`config.mk`:
```
export PLATFORM = sky130hd
export DESIGN_NAME = inst_mem_ctrl_flat
export DESIGN_NICKNAME = d
export VERILOG_FILES = /design/src/rtl/inst_mem_ctrl_pkg.sv /design/src/rtl/inst_mem_ctrl_if.sv /design/src/rtl/inst_mem_ctrl_packer.sv /design/src/rtl/inst_mem_ctrl.sv /design/src/flat_wrapper.sv
export SDC_FILE = /design/constraint.sdc
export NUM_CORES = 1
export LEC_CHECK = 0
export CAP_MARGIN = 5
export CORE_UTILIZATION = 39
export CTS_CLUSTER_DIAMETER = 30
export DETAILED_ROUTE_END_ITERATION = 7
export GPL_ROUTABILITY_DRIVEN = 1
export GPL_TIMING_DRIVEN = 0
export MAX_ROUTING_LAYER = met4
export PLACE_DENSITY = 0.6
export SKIP_LAST_GASP = 1
export SLEW_MARGIN = 0
export SYNTH_ARGS = -nofsm -noshare
export SYNTH_HDL_FRONTEND = slang
export SYNTH_HIERARCHICAL = 1
export SYNTH_SLANG_ARGS = --single-unit
export TNS_END_PERCENT = 1
```
`constraint.sdc`:
```
create_clock -name CLK -period 7.99 [get_ports CLK]
set_clock_uncertainty 0.2 [all_clocks]
set_input_delay 0.799 -clock CLK [delete_from_list [all_inputs] [get_ports CLK]]
set_output_delay 0.799 -clock CLK [all_outputs]
set_load 0.02 [all_outputs]
```
`src/rtl/inst_mem_ctrl_pkg.sv`:
```
// Shared types for the instruction memory loader/fetch controller.
// Loader FSM states and byte packing constants.
package inst_mem_ctrl_pkg;

  typedef enum logic [1:0] {
    HDR,
    BODY,
    RUN
  } ld_state_t;

  localparam int BYTES_PER_WORD = 4;
  localparam int CNT_W = $clog2(BYTES_PER_WORD);

endpackage

```
`src/rtl/inst_mem_ctrl_if.sv`:
```
// Bundle of loader, fetch and BRAM port signals.
// master = environment side, slave = controller side.
interface inst_mem_ctrl_if #(
  parameter int INST_MEM_WIDTH = 5
);

  logic [7:0]                byte_in;
  logic                      byte_valid;
  logic [INST_MEM_WIDTH-1:0] pc;
  logic                      fetch_req;
  logic [INST_MEM_WIDTH-1:0] mem_addr;
  logic [31:0]               mem_din;
  logic                      mem_we;
  logic                      mem_en;
  logic [31:0]               mem_dout;
  logic [31:0]               inst;
  logic                      inst_valid;
  logic                      loader_ready;
  logic                      ovf;

  modport master (
    output byte_in, byte_valid, pc, fetch_req,
    output mem_dout,
    input  mem_addr, mem_din, mem_we, mem_en,
    input  inst, inst_valid, loader_ready, ovf
  );

  modport slave (
    input  byte_in, byte_valid, pc, fetch_req,
    input  mem_dout,
    output mem_addr, mem_din, mem_we, mem_en,
    output inst, inst_valid, loader_ready, ovf
  );

endinterface

```
`src/rtl/inst_mem_ctrl_packer.sv`:
```
// Big-endian byte-to-word packer for the program loader.
// word/word_valid are combinational on the 4th byte.
module byte_packer
  import inst_mem_ctrl_pkg::*;
(
  input  logic        CLK,
  input  logic        reset,
  input  logic [7:0]  byte_in,
  input  logic        byte_valid,
  output logic [31:0] word,
  output logic        word_valid
);

  logic [CNT_W-1:0] cnt_q, cnt_d;
  logic [23:0]      shift_q, shift_d;

  always_comb begin
    cnt_d   = cnt_q;
    shift_d = shift_q;
    if (byte_valid) begin
      cnt_d   = cnt_q + CNT_W'(1);
      shift_d = {shift_q[15:0], byte_in};
    end
  end

  assign word = {shift_q, byte_in};
  assign word_valid = byte_valid &&
    (cnt_q == CNT_W'(BYTES_PER_WORD - 1));

  always_ff @(posedge CLK) begin
    if (!reset) begin
      cnt_q   <= '0;
      shift_q <= '0;
    end else begin
      cnt_q   <= cnt_d;
      shift_q <= shift_d;
    end
  end

endmodule

```
`src/rtl/inst_mem_ctrl.sv`:
```
// Shares one BRAM port between the program loader and fetch.
// Loads N words after a length header, then serves fetches.
module inst_mem_ctrl
  import inst_mem_ctrl_pkg::*;
#(
  parameter int INST_MEM_WIDTH = 5
) (
  input logic           CLK,
  input logic           reset,
  inst_mem_ctrl_if.slave bus
);

  localparam int W = INST_MEM_WIDTH;
  localparam logic [32:0] DEPTH = 33'(1) << W;

  ld_state_t      state_q;
  logic [W-1:0]   wptr_q;
  logic [W-1:0]   waddr_q;
  logic [31:0]    wcnt_q;
  logic [31:0]    len_q;
  logic [31:0]    din_q;
  logic           we_q;
  logic           last_q;
  logic           ready_q;
  logic           ival_q;
  logic           ovf_q;

  logic           run;
  logic           byte_acc;
  logic [31:0]    word;
  logic           word_valid;

  assign run      = (state_q == RUN);
  assign byte_acc = bus.byte_valid && !run;

  byte_packer u_pack (
    .CLK        (CLK),
    .reset      (reset),
    .byte_in    (bus.byte_in),
    .byte_valid (byte_acc),
    .word       (word),
    .word_valid (word_valid)
  );

  always_ff @(posedge CLK) begin
    if (!reset) begin
      state_q <= HDR;
      wptr_q  <= '0;
      waddr_q <= '0;
      wcnt_q  <= '0;
      len_q   <= '0;
      din_q   <= '0;
      we_q    <= 1'b0;
      last_q  <= 1'b0;
      ready_q <= 1'b0;
      ival_q  <= 1'b0;
      ovf_q   <= 1'b0;
    end else begin
      we_q   <= 1'b0;
      last_q <= 1'b0;
      ival_q <= run && bus.fetch_req;
      unique case (state_q)
        HDR: begin
          if (word_valid) begin
            len_q  <= word;
            wcnt_q <= '0;
            if (word == '0) begin
              state_q <= RUN;
              ready_q <= 1'b1;
            end else begin
              state_q <= BODY;
              ovf_q   <= {1'b0, word} > DEPTH;
            end
          end
        end
        BODY: begin
          if (word_valid) begin
            we_q    <= 1'b1;
            din_q   <= word;
            waddr_q <= wptr_q;
            wptr_q  <= wptr_q + W'(1);
            wcnt_q  <= wcnt_q + 32'd1;
            last_q  <= (wcnt_q + 32'd1 == len_q);
          end
          // Hand over only after the final write pulse
          if (last_q) begin
            state_q <= RUN;
            ready_q <= 1'b1;
          end
        end
        RUN: ;
        default: state_q <= HDR;
      endcase
    end
  end

  assign bus.mem_addr     = run ? bus.pc : waddr_q;
  assign bus.mem_en       = run ? bus.fetch_req : we_q;
  assign bus.mem_we       = we_q && !run;
  assign bus.mem_din      = din_q;
  assign bus.inst         = bus.mem_dout;
  assign bus.inst_valid   = ival_q;
  assign bus.loader_ready = ready_q;
  assign bus.ovf          = ovf_q;

endmodule

```
`src/flat_wrapper.sv`:
```
// flat-port wrapper written by rule: the top's interface ports become plain ports
module inst_mem_ctrl_flat import inst_mem_ctrl_pkg::*;
#(
  parameter int INST_MEM_WIDTH = 5
)
  (CLK, reset, bus_byte_in, bus_byte_valid, bus_pc, bus_fetch_req, bus_mem_dout, bus_mem_addr, bus_mem_din, bus_mem_we, bus_mem_en, bus_inst, bus_inst_valid, bus_loader_ready, bus_ovf);
  inst_mem_ctrl_if #(.INST_MEM_WIDTH(INST_MEM_WIDTH)) bus_i ();
  input logic CLK;
  input logic reset;
  input wire logic [$bits(bus_i.byte_in)-1:0] bus_byte_in;
  input wire logic [$bits(bus_i.byte_valid)-1:0] bus_byte_valid;
  input wire logic [$bits(bus_i.pc)-1:0] bus_pc;
  input wire logic [$bits(bus_i.fetch_req)-1:0] bus_fetch_req;
  input wire logic [$bits(bus_i.mem_dout)-1:0] bus_mem_dout;
  output wire logic [$bits(bus_i.mem_addr)-1:0] bus_mem_addr;
  output wire logic [$bits(bus_i.mem_din)-1:0] bus_mem_din;
  output wire logic [$bits(bus_i.mem_we)-1:0] bus_mem_we;
  output wire logic [$bits(bus_i.mem_en)-1:0] bus_mem_en;
  output wire logic [$bits(bus_i.inst)-1:0] bus_inst;
  output wire logic [$bits(bus_i.inst_valid)-1:0] bus_inst_valid;
  output wire logic [$bits(bus_i.loader_ready)-1:0] bus_loader_ready;
  output wire logic [$bits(bus_i.ovf)-1:0] bus_ovf;
  assign bus_i.byte_in = bus_byte_in;
  assign bus_i.byte_valid = bus_byte_valid;
  assign bus_i.pc = bus_pc;
  assign bus_i.fetch_req = bus_fetch_req;
  assign bus_i.mem_dout = bus_mem_dout;
  assign bus_mem_addr = bus_i.mem_addr;
  assign bus_mem_din = bus_i.mem_din;
  assign bus_mem_we = bus_i.mem_we;
  assign bus_mem_en = bus_i.mem_en;
  assign bus_inst = bus_i.inst;
  assign bus_inst_valid = bus_i.inst_valid;
  assign bus_loader_ready = bus_i.loader_ready;
  assign bus_ovf = bus_i.ovf;
  inst_mem_ctrl #(.INST_MEM_WIDTH(INST_MEM_WIDTH)) u_core (.CLK(CLK), .reset(reset), .bus(bus_i));
endmodule
```
; Word-level counts from Yosys, hierarchy flattened
; Cells that the tools add are included.
[totals]
ff_bits = 139
[classes]
add_sub_neg = 3
n_lt_le_gt_ge = 1
eq_ne = 8
n_mux = 14
bitwise = 2
n_reduce_logical = 16
[op_table]
columns = operator, n
row1 = $mux W32, 2
row2 = $pmux W32 S2, 1
row3 = $add A32 B1 Y32 const B, 1
row4 = $eq A32 B32 Y1, 1
row5 = $gt A32 B6 Y1 const B, 1
row6 = $logic_not A32 Y1, 1
row7 = $reduce_and A3 Y1, 4
row8 = $mux W2, 3
row9 = $pmux W2 S3, 1
row10 = $reduce_and A2 Y1, 3
row11 = $add A5 B1 Y5 const B, 1
row12 = $mux W1, 5
row13 = $mux W5, 1
row14 = $eq A2 B2 Y1 const B, 2
row15 = $logic_and A1 B1 Y1, 4
row16 = $ne A2 B1 Y1 const B, 2
row17 = $ne A2 B2 Y1 const B, 2
row18 = $reduce_and A4 Y1, 1
row19 = $add A2 B1 Y2 const B, 1
row20 = $eq A2 B1 Y1 const B, 1
row21 = $logic_not A2 Y1, 1
row22 = $not A1 Y1, 2
row23 = $pmux W1 S2, 1
row24 = $reduce_bool A2 Y1, 1
row25 = $logic_not A1 Y1, 1

; Logic depth before layout (Yosys ltp)
[logic_depth]
depth_word = 6
mapped_depth = 16

; Hierarchy
; Netlist, hierarchy kept.
[by_module_without_submodules]
columns = module, n_inst, cells_each, area_per_inst_um2
row1 = inst_mem_ctrl, 1, 763, 6049.6
row2 = byte_packer, 1, 93, 1076.0

; Least setup slack after synthesis
; OpenSTA, ideal clock, no wires.
[synth_timing]
path_type = in2reg
from = input port bus_byte_valid
to = register u_core.last_q
setup_time_ps = 103
t_arrival_ps = 2776
required_ps = 7687
slack_ps = 4911
stages = 13
path_buffers = 3
cell_sequence = nor2b_1 buf_6 buf_12 and2_2 and3b_1 clkbuf_1 nand2_1 inv_2 nand4_1 a311oi_1 o2111a_1 nand4_1 a2111oi_2
[synth_via]
elab_chain_len = 3
[synth_lines]
columns = element, line_no
row1 = from (decl), flat_wrapper.sv:11  ; input wire logic [$bits(bus_i.byte_valid)-1:0] bus_byte_valid;
row2 = $logic_and A1 B1 Y1, inst_mem_ctrl.sv:34  ; assign byte_acc = bus.byte_valid && !run;
row3 = $logic_and A1 B1 Y1, inst_mem_ctrl_packer.sv:27  ; assign word_valid = byte_valid &&
row4 = via u_core.word_valid, inst_mem_ctrl.sv:31  ; logic word_valid;
row5 = $reduce_and A3 Y1 (no line), n/a
row6 = to (signal assigned), inst_mem_ctrl.sv:83  ; last_q <= (wcnt_q + 32'd1 == len_q);
row7 = to (decl), inst_mem_ctrl.sv:23  ; logic last_q;
; The timed path passes the listed nets, and every way through them passes these cells.
; A chain may end at the register's enable or synchronous reset.

; Worst setup path after layout
[layout_timing]
from = register u_core.state_q[0]
to = register u_core.wcnt_q[23]
[layout_via]
elab_chain_len = 6
word_cells_on_any_way = 11
classes_between = 4 x eq/ne / 1 x mux / 6 x reduce/logical
[layout_lines]
columns = element, line_no
row1 = from (decl), inst_mem_ctrl.sv:16  ; ld_state_t state_q;
row2 = from (signal assigned), inst_mem_ctrl.sv:47  ; state_q <= HDR;
row3 = from (signal assigned), inst_mem_ctrl.sv:68  ; state_q <= RUN;
row4 = from (signal assigned), inst_mem_ctrl.sv:71  ; state_q <= BODY;
row5 = $eq A2 B2 Y1 (*), inst_mem_ctrl.sv:33  ; assign run = (state_q == RUN);
row6 = $logic_not A1 Y1 (*), inst_mem_ctrl.sv:34
row7 = $logic_and A1 B1 Y1 (*), inst_mem_ctrl.sv:34
row8 = via u_core.byte_acc, inst_mem_ctrl.sv:29  ; logic byte_acc;
row9 = $logic_and A1 B1 Y1 (*), inst_mem_ctrl_packer.sv:27
row10 = via u_core.word_valid, inst_mem_ctrl.sv:31
row11 = $ne A2 B2 Y1 (no line), n/a
row12 = $reduce_and A3 Y1 (no line) (*), n/a
row13 = to (signal assigned), inst_mem_ctrl.sv:82  ; wcnt_q <= wcnt_q + 32'd1;
row14 = to (decl), inst_mem_ctrl.sv:19  ; logic [31:0] wcnt_q;
; The timed path passes the listed nets; every way through them passes the cells marked *.

==> impl_metrics.ini <==
[min_path]
hold_path.class = reg -> reg
hold_depth = 2
worstHoldStart = u_core/waddr_q[0]
holdPathEnd = u_core/waddr_q[0]

[routing]
finalWirelength_um = 19260
viasPerCell = 5.109
drt_iter0_drc = 383
routed_wire_length_per_instance_um = 15.97
drc = 0
drt_first_pass_iters = 5
num_vias = 6162
drtAntennaViolNets = 0

[cts]
cts_hold_buf = 0
clkSinkCount = 139
cts.clk_slew.worst_paths_ns = 0.06
cts_buffers = 17
post_cts_buffers = 0
htreeDepth = 4
cts_tree = done
insertion_delay_ns = 0.41
clock_path_buffers = 2
cts_root_buffer = clkbuf_16
ctsResizeCount = 0

[synth]
netlist_instances = 856
ys_warn_count = 6
ys_seq_area_frac = 0.3905
synth_area_leaders = dfxtp_1, nand2_1, a21boi_0, xnor2_1, buf_4
synth-edff-count = 0
synth_cell_types = 64
syn_area_per_cell_um2 = 8.324
synth-main-ff-cell = dfxtp_1
synth_top_area_frac = 0.3905
async_flop_share = 0
yosys.area.top_type = dfxtp_1
ys_seq_elements = 139
netlist_area_mm2 = 0.007126
syn_nets = 908

[timing]
min_period_ns = 3.972
hold_viol = 0
slew_viol_final = 0
rsz0062_at_grt = false
fin_ws_ns = 4.018
setup_viol = 0
finalSetupTns_ns = 0
worst_slew_pin_slew_ns = 0.7163
maxSlewHeadroom = 0.5101
fmax_mhz = 251.7
finalCritPeriodShare = 0.4972

[floorplan]
die_w_um = 137.2
ios = 123
die_h_um = 137.2
fp-row-count = 49
dieArea_mm2 = 0.01882
initial_core_util = 0.3967
core_mm2 = 0.01796

[grt]
grtUsageTotal = 0.2190
grt_pass1_wl_um = 30080
gr-total-overflow = 0
grt_antenna_before_repair = 0
grt_max_degree = 17
grt_pass1_vias = 5435

[place]
placed_cells = 1175
place_congestion = 0.9369
dpl_worst_slack_ns = 3.791
port_buffers = 90
dp_hpwl_um = 14140

[finish]
area_delta_synth_final_pct = 24.95
final_cells = 1206
fillCellCount = 1812
antenna_cells = 0
nNetsFinal = 1017
drive_gt1_frac = 0.1146

[power]
ir_worst_vdd_uv = 152.3
power.density_mw_per_mm2 = 179.5
power_uw = 1598
power.leakage_uw = 0.003162

[setup_path]
r2r_end = u_core/wcnt_q[23]
r2r_cells = 15
worstSetupEndpointType = flop
path_max_fanout = 10
reg2reg_from = u_core/state_q[0]
worstSetupPathType = reg -> reg
crit_arrival_ns = 4.11
crit_path_start_kind = flop
crit_path_start = u_core/state_q[0]
worstPathRequired_ns = 8.13
reg2reg_slack_ns = 4.02

[job]
cap_viol_max_count = 0

[outcome]
status = complete, no violations
## power breakdown
group	internal, uW	switching [uW]	total (uW)	leakage (uW)
clock network	477	309	786	0.000280
registers	700	9.86	709	0.00112
logic	54.9	47.3	102	0.00176
total	1230	366	1600	0.00316
## layer usage
metal | track usage | part of all wire | vias up
li1 | - | - | 3100
met1 | 0.2930 | 0.48 | 2848
met2 | 0.3311 | 0.45 | 188
met3 | 0.03863 | 0.048 | 26
met4 | 0.07692 | 0.021 | 0
met5 | - | 0 | -
## area by class of cell
class	instances	area, um2	share of cell area
multi-input cells	604	3707	0.4164
flip-flops and latches	139	2783	0.3125
repair buffers	90	900.9	0.1012
plain buffers	102	594.3	0.06675
clock buffers	19	452.9	0.05087
well taps	229	286.5	0.03218
clock inverters	12	137.6	0.01546
inverters	11	41.29	0.004637
## Yosys cell counts (2+ instances only)
library cell  instances
a2111oi_0             2
a21boi_0             71
a21oi_1              17
and2_0                2
and2_1                7
and3_1                8
and4_1                2
buf_1                 2
buf_2                12
buf_4                43
clkbuf_1             42
dfxtp_1             139
ha_1                  3
inv_1                10
mux2_2                5
mux2i_1              27
nand2_1             194
nand2b_1              2
nand3_1              20
nand3_2               2
nand3b_1              2
nand4_1              23
nor2_1               20
nor2b_1              33
nor3_1                6
nor3_2                2
nor3b_1               4
nor4_1               12
nor4_2                3
nor4_4                2
o211ai_1              4
o21a_1                2
o21ai_0              40
o31ai_1              12
o32ai_1               2
or3_1                 2
or4_1                 3
xnor2_1              37
xor2_1               12
## sequential cells by signal, indices dropped and copies added (netlist names)
name / cells
u_core/bus.ovf: 1
u_core/bus.loader_ready: 1
u_core/we_q: 1
u_core/wcnt_q: 32
u_core/state_q: 2
u_core/wptr_q: 5
u_core/last_q: 1
u_core/bus.mem_din: 32
u_core/waddr_q: 5
u_core/u_pack/cnt_q: 2
u_core/bus.inst_valid: 1
u_core/u_pack/shift_q: 24
u_core/len_q: 32
## worst max path at each step
stage	slack, ns	to
floorplan	4.91	u_core/last_q
global placement	3.82	u_core/wcnt_q[2]
detailed placement	3.79	u_core/last_q
CTS	4.04	u_core/wcnt_q[26]
global route	3.66	u_core/wcnt_q[14]
finish	4.02	u_core/wcnt_q[23]
## cell usage in the layout, fill, tap and decap left out, types with 3 or more instances in the layout
cell type	count
a21boi_0	71
a21oi_1	17
and2_1	7
and3_1	8
buf_2	12
buf_4	43
clkbuf_1	42
clkbuf_16	17
clkdlybuf4s50_1	90
clkinvlp_4	4
dfxtp_1	139
ha_1	3
inv_1	10
mux2_2	5
mux2i_1	27
nand2_1	194
nand3_1	20
nand4_1	23
nor2_1	20
nor2b_1	33
nor3_1	6
nor3b_1	4
nor4_1	12
nor4_2	3
o211ai_1	4
o21ai_0	40
o31ai_1	12
or4_1	3
xnor2_1	37
xor2_1	12
## cell families (layout without fill, tap and decap cells)
logic type                 count (synthesis)  in the layout  synth area share
and+or+nand+nor                          357            357            0.2520
xor gates and xnor gates                  50             50           0.06339
muxes                                     32             32           0.04583
DFF                                      139            139            0.3905
buffers and inverters                    113            234           0.08920
adders and majority gates                  3              3          0.005268
AOI/OAI and AO/OA                        162            162            0.1538
## worst max-delay path, cell delays in order, from the launching register on
cell and delay, ns:
dfxtp_1 0.30, clkbuf_1 0.25, nor2b_1 0.08, clkbuf_1 0.28, nor2b_1 0.23, buf_6 0.20
buf_12 0.16, and2_2 0.18, and3b_1 0.16, clkbuf_1 0.31, nand2_1 0.20, inv_2 0.09
clkbuf_1 0.43, clkbuf_1 0.57, nand2_1 0.10, o21ai_0 0.15
## metrics by stage
step	cell area (um2)	hold WS, ns	util
after floorplan	7126	0.2410	-
after global placement	8313	0.2561	0.4628
after detailed placement	8313	0.2539	0.4628
after CTS	8904	0.2675	0.4956
after global routing	8904	0.2891	0.4956
final	8904	0.2620	0.4956
Note: power is estimated with default switching activity, not from simulation.
